[config.mk]
export PLATFORM = sky130hd
export DESIGN_NAME = traffic_phase_ctrl
export DESIGN_NICKNAME = d
export VERILOG_FILES = /design/src/rtl/traffic_phase_ctrl.sv
export SDC_FILE = /design/constraint.sdc
export NUM_CORES = 1
export LEC_CHECK = 0
export ABC_CLOCK_PERIOD_IN_PS = 2400
export BUFFER_PORTS_ARGS = -buffer_cell sky130_fd_sc_hd__buf_4
export CAP_MARGIN = 20
export CORE_UTILIZATION = 57
export CTS_BUF_LIST = sky130_fd_sc_hd__clkbuf_8 sky130_fd_sc_hd__clkbuf_16
export DETAILED_ROUTE_END_ITERATION = 7
export PLACE_DENSITY = 0.75
export SLEW_MARGIN = 20
export SYNTH_ARGS = -nofsm -noshare
export SYNTH_HDL_FRONTEND = slang
export SYNTH_SLANG_ARGS = --single-unit
[constraint.sdc]
create_clock -name clk -period 2.4 [get_ports clk]
set_input_delay 0.24 -clock clk [delete_from_list [all_inputs] [get_ports clk]]
set_output_delay 0.24 -clock clk [all_outputs]
set_load 0.005 [all_outputs]
[src/rtl/traffic_phase_ctrl.sv]
// traffic_phase_ctrl: round-robin multi-approach signal controller with
// demand-extended green, all-red clearance and a latched pedestrian walk phase.
module traffic_phase_ctrl #(
    parameter int NUM_PHASES = 4,
    parameter int TIMER_W    = 8,
    parameter int GREEN_MIN  = 5,
    parameter int GREEN_MAX  = 15,
    parameter int YELLOW_T   = 2,
    parameter int ALLRED_T   = 1,
    parameter int WALK_T     = 4
) (
    input  logic                          clk,
    input  logic                          rst,
    input  logic [NUM_PHASES-1:0]         car_req,
    input  logic                          ped_button,
    output logic [2*NUM_PHASES-1:0]       light,
    output logic                          walk_signal,
    output logic [$clog2(NUM_PHASES)-1:0] active_phase,
    output logic                          ped_pending
);
    localparam int PW = $clog2(NUM_PHASES);
    localparam int CW = PW + 1;
    localparam logic [TIMER_W-1:0] ONE   = TIMER_W'(1);
    localparam logic [TIMER_W-1:0] G_MIN = TIMER_W'(GREEN_MIN);
    localparam logic [TIMER_W-1:0] G_MAX = TIMER_W'(GREEN_MAX);
    localparam logic [TIMER_W-1:0] Y_T   = TIMER_W'(YELLOW_T);
    localparam logic [TIMER_W-1:0] AR_T  = TIMER_W'(ALLRED_T);
    localparam logic [TIMER_W-1:0] W_T   = TIMER_W'(WALK_T);

    typedef enum logic [2:0] {IDLE, GREEN, YELLOW, ALL_RED, PED_WALK} state_e;

    state_e                  state_q, state_d;
    logic [TIMER_W-1:0]      cnt_q, cnt_d;
    logic [PW-1:0]           ap_q, ap_d, winner;
    logic [CW-1:0]           cand;
    logic [2*NUM_PHASES-1:0] light_q, light_d;
    logic                    walk_q, walk_d, ped_q, ped_d;
    logic                    any_req, own_req, other_req, decide;

    // Round-robin search starting after the current phase; own phase is checked last.
    always_comb begin
        winner = ap_q;
        cand = '0;
        for (int j = NUM_PHASES; j >= 1; j--) begin
            cand = {1'b0, ap_q} + CW'(j);
            if (cand >= CW'(NUM_PHASES)) cand = cand - CW'(NUM_PHASES);
            if (car_req[cand[PW-1:0]]) winner = cand[PW-1:0];
        end
    end

    always_comb begin
        any_req = |car_req;
        own_req = car_req[ap_q];
        other_req = |(car_req & ~(NUM_PHASES'(1) << ap_q));
        state_d = state_q;
        cnt_d = cnt_q + 1'b1;
        ap_d = ap_q;
        decide = 1'b0;
        case (state_q)
            IDLE: decide = 1'b1;
            GREEN: if (cnt_q == G_MAX || (cnt_q >= G_MIN && (other_req || ped_q || !own_req))) begin
                state_d = YELLOW;
                cnt_d = ONE;
            end
            YELLOW: if (cnt_q == Y_T) begin
                state_d = ALL_RED;
                cnt_d = ONE;
            end
            ALL_RED: decide = cnt_q == AR_T;
            PED_WALK: if (cnt_q == W_T) begin
                state_d = any_req ? GREEN : ped_q ? PED_WALK : IDLE;
                cnt_d = (any_req || ped_q) ? ONE : '0;
                ap_d = any_req ? winner : ap_q;
            end
            default: state_d = IDLE;
        endcase
        if (decide) begin
            state_d = ped_q ? PED_WALK : any_req ? GREEN : IDLE;
            cnt_d = (ped_q || any_req) ? ONE : '0;
            ap_d = (!ped_q && any_req) ? winner : ap_q;
        end
        // Entering (or re-entering) the walk clears the latch; a same-edge press is absorbed.
        ped_d = (state_d == PED_WALK && cnt_d == ONE) ? 1'b0 : (ped_q | ped_button);
        walk_d = state_d == PED_WALK;
        light_d = '0;
        for (int i = 0; i < NUM_PHASES; i++)
            light_d[2*i +: 2] = (PW'(i) != ap_d) ? 2'b00 :
                                (state_d == GREEN) ? 2'b01 :
                                (state_d == YELLOW) ? 2'b10 : 2'b00;
    end

    always_ff @(posedge clk or posedge rst) begin
        if (rst) begin
            state_q <= IDLE;
            cnt_q <= '0;
            ap_q <= PW'(NUM_PHASES - 1);
            ped_q <= 1'b0;
            light_q <= '0;
            walk_q <= 1'b0;
        end else begin
            state_q <= state_d;
            cnt_q <= cnt_d;
            ap_q <= ap_d;
            ped_q <= ped_d;
            light_q <= light_d;
            walk_q <= walk_d;
        end
    end

    assign light = light_q;
    assign walk_signal = walk_q;
    assign active_phase = ap_q;
    assign ped_pending = ped_q;
endmodule

; After elaboration in Yosys (flattened, before gate mapping)
; Index checks and enable logic that the tools add are counted.
[word_totals]
mem_count = 0
latchBits = 0
reg_bits = 23
ramBits = 0
rom_bits = 0
inputBits = 7
wordCells = 104
out_inout_bits = 12
[classes]
mux = 46
n_div = 0
n_reduce_logical = 14
magnitude_cmp = 10
n_shift = 1
n_mul = 0
n_eq_ne = 15
bitwise = 3
n_addsub = 9
[ops]
columns = cell, n
row1 = 2-bit two-way mux, 19
row2 = 8-bit two-way mux, 4
row3 = 8-bit case mux with 3 select lines, 1
row4 = 3-bit two-way mux, 7
row5 = "8-bit by 1-bit == test with 1-bit output, second input constant", 2
row6 = "2-bit by 3-bit less-than comparator with 1-bit output, second input constant", 5
row7 = "3-bit >= comparator, second input constant", 4
row8 = 3-bit case mux with 4 select lines, 1
row9 = 1-bit binary-select mux with 2-bit select, 5
row10 = "3-bit by 2-bit == test with 1-bit output, second input constant", 3
row11 = "8-bit by 1-bit adder with 8-bit output, second input constant", 1
row12 = "8-bit by 2-bit == test with 1-bit output, second input constant", 1
row13 = "8-bit by 3-bit == test with 1-bit output, second input constant", 1
row14 = "8-bit by 4-bit == test with 1-bit output, second input constant", 1
row15 = "8-bit by 3-bit >= comparator with 1-bit output, second input constant", 1
row16 = 1-bit two-way mux, 8
row17 = 4-bit OR reduction, 2
row18 = "2-bit by 1-bit subtractor with 2-bit output, second input constant", 4
row19 = "2-bit by 2-bit adder with 3-bit output, second input constant", 2
row20 = "3-bit by 1-bit == test with 1-bit output, second input constant", 2
row21 = "3-bit == test, second input constant", 2
row22 = 4-bit bitwise AND, 1
row23 = 1-bit logical OR, 4
row24 = "2-bit inequality test, first input constant", 2
row25 = other kinds (12), 15

; Depth between registers and ports, before layout
[logic_depth]
ltp_word = 15
mapped_depth = 9

; Worst setup path after synthesis
; No wires, ideal clock.
[synth_timing]
path_kind = reg2reg
start = register ap_q[0], in the netlist active_phase[0]
end = register light_q[3], in the netlist light[3]
path_slack_ns = 0.241
t_arrival_ns = 2.070
n_path_buf = 1
setup_time_ns = 0.089
path_stages_with_launch = 7
cell_sequence = dfstp_2 -> buf_2 -> mux4_2 -> and3b_1 -> nor4_4 -> xnor2_2 -> nor3b_1
[synth_between]
elab_chain_len = 15
word_cells_on_any_way = 53
[synth_rtl]
columns = item, line_no
row1 = "start, declared", 34  ; logic [PW-1:0] ap_q, ap_d, winner;
row2 = "start signal, assigned", 96  ; ap_q <= PW'(NUM_PHASES - 1);
row3 = "start signal, assigned", 103  ; ap_q <= ap_d;
row4 = 2-bit by 3-bit adder with 3-bit output, 45  ; cand = {1'b0, ap_q} + CW'(j);
row5 = 3-bit >= comparator / 2-bit by 1-bit subtractor with 2-bit output (equally long branches), 46  ; if (cand >= CW'(NUM_PHASES)) cand = cand - CW'(NUM_PHASES);
row6 = 2-bit two-way mux, 46
row7 = 1-bit binary-select mux with 2-bit select, 47  ; if (car_req[cand[PW-1:0]]) winner = cand[PW-1:0];
row8 = 1-bit two-way mux (implied by the code), 47
row9 = 2-bit two-way mux (4 in a row), 47
row10 = 2-bit two-way mux, 73  ; ap_d = any_req ? winner : ap_q;
row11 = 2-bit two-way mux, 70  ; PED_WALK: if (cnt_q == W_T) begin
row12 = 2-bit two-way mux, 59  ; case (state_q)
row13 = 2-bit two-way mux (*), 77  ; if (decide) begin
row14 = named net ap_d[0], 34
row15 = 1-bit by 2-bit inequality test with 1-bit output (*), 87  ; light_d[2*i +: 2] = (PW'(i) != ap_d) ? 2'b00 :
row16 = 2-bit two-way mux (*), 87
row17 = named net light_d[3], 36  ; logic [2*NUM_PHASES-1:0] light_q, light_d;
row18 = "end signal, assigned", 105  ; light_q <= light_d;
row19 = "end, declared", 36
; Mark *: on every way through the listed nets, which the timed path passes. The rest lies on a longest branch. The select of a mux whose other input is x is not followed.

; Worst setup path after layout
[layout_timing]
start = register ap_q[0], in the netlist active_phase[0]
end = register light_q[1], in the netlist light[1]
[layout_between]
elab_chain_len = 15
word_cells_on_any_way = 53
[layout_rtl]
columns = item, line_no
row1 = 2-bit by 3-bit adder with 3-bit output / 1-bit by 2-bit << shifter with 4-bit output (equally long branches), "45, 54"
row2 = "3-bit >= comparator, or another cell as far along", 46
row3 = 2-bit two-way mux / 4-bit bitwise AND (equally long branches), "46, 54"
row4 = 1-bit binary-select mux with 2-bit select / 4-bit OR reduction (equally long branches), "47, 54"
row5 = 1-bit two-way mux (implied by the code) / 1-bit logical OR (equally long branches), "47, 61"
row6 = 2-bit two-way mux / 1-bit logical OR (equally long branches), "47, 61"
row7 = 2-bit two-way mux / 1-bit logical AND (equally long branches), "47, 61"
row8 = 2-bit two-way mux / 1-bit logical OR (equally long branches), "47, 61"
row9 = 2-bit two-way mux / 3-bit two-way mux (equally long branches), "47, 61"
row10 = 2-bit two-way mux / 3-bit case mux with 4 select lines (equally long branches), "73, 59"
row11 = 2-bit two-way mux / 3-bit two-way mux (equally long branches), "70, 77"
row12 = 2-bit two-way mux / 3-bit by 2-bit == test with 1-bit output (equally long branches), "59, 89"
row13 = 2-bit two-way mux (on tied branches), "77, 89"
row14 = 2-bit nonzero test / 2-bit two-way mux (equally long branches), "87, 88"
row15 = 2-bit two-way mux (*), 87
row16 = named net light_d[1], 36
; Marked as above.

==> impl_results.md <==
- Run status: completed
- RSZ-0062 raised after global routing: true
- Total Die Area: 0.00301 mm^2
- Slew Viols, Final: 0
- PwrDens: between 1000 and 1500 mW/mm^2
- Adder-cell share of the synthesized area: under 10%
- Normalized max-slew margin: between 40% and 50%
- CP Class: reg -> reg
- Die H: roughly 55 um
- Period utilization: between 90% and 100%
- Port Buf Inserts: 18
- DP Area: between 0.0015 and 0.002 mm^2
- CTS tree: yes
- Placer Congestion: 1.01
- Max VDD drop: 920 uV
- IO Count: 19
- Max cap viols: 0
- Post-DR wirelength/cell: roughly 16 um
- Antenna Cells: 0
- Critical path arrival: about 2.6 ns
- Number of synthesized flops with an enable pin: 0
- Row count: 18
- Xor/xnor share of the synthesized area: 4.32%
- Largest net degree at the start of global routing: 24
- Worst r2r dst: light[1]$_DFF_PP0_
- Fraction of registers with async set/reset: 100%
- 1st-iter DRT viols: 54
- H-tree depth: 1
- Final Power: approximately 2.2 mW
- Lkg Pwr: 0.874 nW
- Crit path required time: ~2.6 ns
- Post-route ant nets: 0
- Worst Tran Pin Value: 0.866 ns
- Placeable Area: roughly 0.0026 mm^2
- Clock root buffer: clkbuf_8
- Final Skew: a little under 0.003 ns
- Dominant combinational cell family by area after synthesis: simple AND/OR/NAND/NOR gates
- Crit path max fanout: 7
- Number of global-route vias before repair: between 1000 and 1500
- Die X: about 55 um
- Clock-pin slew on the worst setup and hold paths: around 0.080 ns
- R2R Setup Slk: 0.03 ns
- Setup crit start kind: register
- Clock Path Buffers: 2
- Fmax: 0.422 GHz
- Setup TNS: 0 ns
- Register bit total from synthesis: 23
- Share of cells above drive strength 1: a little over a fifth
- Mux cell area share after synthesis: between 3 and 4%
- Fin area: 0.00189 mm^2
- Register area share after synthesis: 36.3%
- TritonRoute pass-1 iters: 4
- Synth Area per Inst: roughly 9.1 um^2
- Depth of the most critical reg-to-reg path: 6
- Synth warn: 0
- Final setup vio count: 0
- Synth Instances: around 180
- Area Overhead vs Synth: 18.5%
- Complex-gate fraction of the synthesized area: between 10% and 20%
- Worst r2r src: active_phase[0]$_DFF_PP1_
- WL final: about 3800 um
- Worst-Skew Late Latency: between 0.2 and 0.3 ns
- Number of remaining DRC errors: 0
- Crit end category: register
- Main synth FF type: dfrtp_1
- GRT Residual Overflow: 0
- Clock period minus worst slack: about 2.4 ns
- Final hold viol count: 0
- Vias: 1446
- First-pass GRT wire length: slightly below 6000 um
- Vias per cell: around 6.2
- Post-synthesis cell area: 0.00159 mm^2
- Synth cell types: 50
- Post-DP HPWL: approximately 2600 um
- Final #Nets: 220
- Clock sink count: 23
- Synth Area in Simple Gates: 26.7%
- Total track usage: between 20% and 30%
- Syn nets: between 150 and 200
- Hold Crit Class: in -> async
- CTS buffer count: 3
- Starting Density: 62.1%
- Antenna violations before repair: 0
[per-stage QoR]
step	util, %	worst slack (ns)	hold slack (ns)	instances
2_1_floorplan	-	0.241	0.240	176
5_1_grt	73.6	-0.0401	0.232	233
3_5_place_dp	69.7	0.139	0.466	225
3_3_place_gp	69.7	0.115	0.444	225
4_1_cts	71.5	0.0871	0.171	229
6_report	73.6	0.0294	0.150	233
[routing by layer]
metal / global-route usage (%) / share of wire (%) / up-vias
li1: - / - / 689
met3: 4.44 / 5.1 / 7
met1: 36.6 / 46 / 689
met2: 43.8 / 48 / 61
met4: 12.8 / 1.1 / 0
met5: 0 / 0 / -
[power breakdown]
group	leakage [nW]	internal (mW)	total, mW	switching [mW]
registers	0.298	0.508	0.653	0.145
clock network	0.0255	0.116	0.244	0.128
logic	0.551	0.599	1.29	0.694
[layout make-up]
class	instances	area (um^2)
sequential	23	579
clock inverter	1	5.00
fill	185	678
multi-input combinational	139	986
timing repair buffer	27	203
clock buffer	3	41.3
inverter	10	37.5
tap	30	37.5
[worst max-delay path: stages (launching register included)]
cell	delay [ns]
dfstp_2	0.61
buf_4	0.17
mux4_2	0.51
and3b_1	0.21
nor4_4	0.33
xnor2_1	0.22
nor3_1	0.24
[flip-flops by register name (all words and copies together), names as in the netlist]
| name | count |
|---|---|
| active_phase | 2 |
| cnt_q | 8 |
| light | 8 |
| ped_pending | 1 |
| state_q | 3 |
| walk_signal | 1 |
[worst max-delay path by stage]
stage / end / slack (ns) / from / cells after the start
6_report: light[1]$_DFF_PP0_ / 0.03 / active_phase[0]$_DFF_PP1_ / 6
5_1_grt: light[1]$_DFF_PP0_ / -0.04 / active_phase[0]$_DFF_PP1_ / 6
4_1_cts: light[3]$_DFF_PP0_ / 0.09 / cnt_q[1]$_DFF_PP0_ / 8
3_5_place_dp: light[3]$_DFF_PP0_ / 0.14 / cnt_q[1]$_DFF_PP0_ / 8
3_3_place_gp: light[3]$_DFF_PP0_ / 0.12 / cnt_q[0]$_DFF_PP0_ / 7
2_1_floorplan: light[3]$_DFF_PP0_ / 0.24 / active_phase[0]$_DFF_PP1_ / 6
[kinds of logic after synthesis]
family          Yosys count
compound gates           43
xor+xnor                  7
fa+ha+maj                 9
buf+inv                  15
flops                    23
mux                       3
simple gates             76
[cells in the mapped netlist (2+ instances only)]
| cell type | n | share of area (%) |
|---|---|---|
| nor2_1 | 23 | 5.4 |
| dfrtp_1 | 21 | 33 |
| a21oi_1 | 10 | 3.1 |
| inv_1 | 10 | 2.4 |
| ha_1 | 9 | 7.1 |
| nand2_1 | 9 | 2.1 |
| nand2b_1 | 8 | 3.1 |
| nor3_1 | 7 | 2.2 |
| o21ai_0 | 5 | 1.6 |
| nor2b_1 | 4 | 1.6 |
| o211ai_1 | 4 | 1.9 |
| o31ai_1 | 4 | 1.9 |
| xnor2_1 | 4 | 2.2 |
| and3b_1 | 3 | 1.6 |
| clkbuf_1 | 3 | 0.71 |
| nand3_1 | 3 | 0.94 |
| nor3b_1 | 3 | 1.4 |
| a211oi_1 | 2 | 0.94 |
| a31oi_1 | 2 | 0.78 |
| and3_1 | 2 | 0.78 |
| buf_2 | 2 | 0.63 |
| dfstp_2 | 2 | 3.3 |
| mux4_2 | 2 | 2.8 |
| nand3b_1 | 2 | 0.94 |
| o21a_1 | 2 | 0.94 |
| o2bb2ai_1 | 2 | 1.1 |
| o32a_1 | 2 | 1.3 |
| or2b_1 | 2 | 0.94 |
| or3_1 | 2 | 0.78 |
| xor2_1 | 2 | 1.1 |
[layout by cell type, fill, tap and decap left out, types with 2 or more instances in the layout]
cell type  netlist  routed
and3_1           2       2
xnor2_1          4       5
a31oi_1          2       2
or2b_1           2       2
o21a_1           2       2
or3_1            2       2
ha_1             9       9
o31ai_1          4       4
o32a_1           2       2
dfrtp_1         21      20
clkbuf_8         0       3
nand2b_1         8       8
and3b_1          3       3
a21oi_1         10      10
xor2_1           2       2
dfstp_2          2       2
mux4_2           2       2
nor2b_1          4       4
o2bb2ai_1        2       2
nor3b_1          3       2
buf_4            0      27
nand3b_1         2       2
nand2_1          9       9
o211ai_1         4       4
inv_1           10      10
o21ai_0          5       5
nand3_1          3       3
nor2_1          23      23
nor3_1           7       6
[timing repair]
action                                  4_1_cts  5_1_grt
endpoints found under the setup margin        0        8
setup buffers                                 0        3
resized for setup                             0        5
hold buffers                                  0        0
endpoints found under the hold margin         0        0
Power figures use the tool's default switching activity.
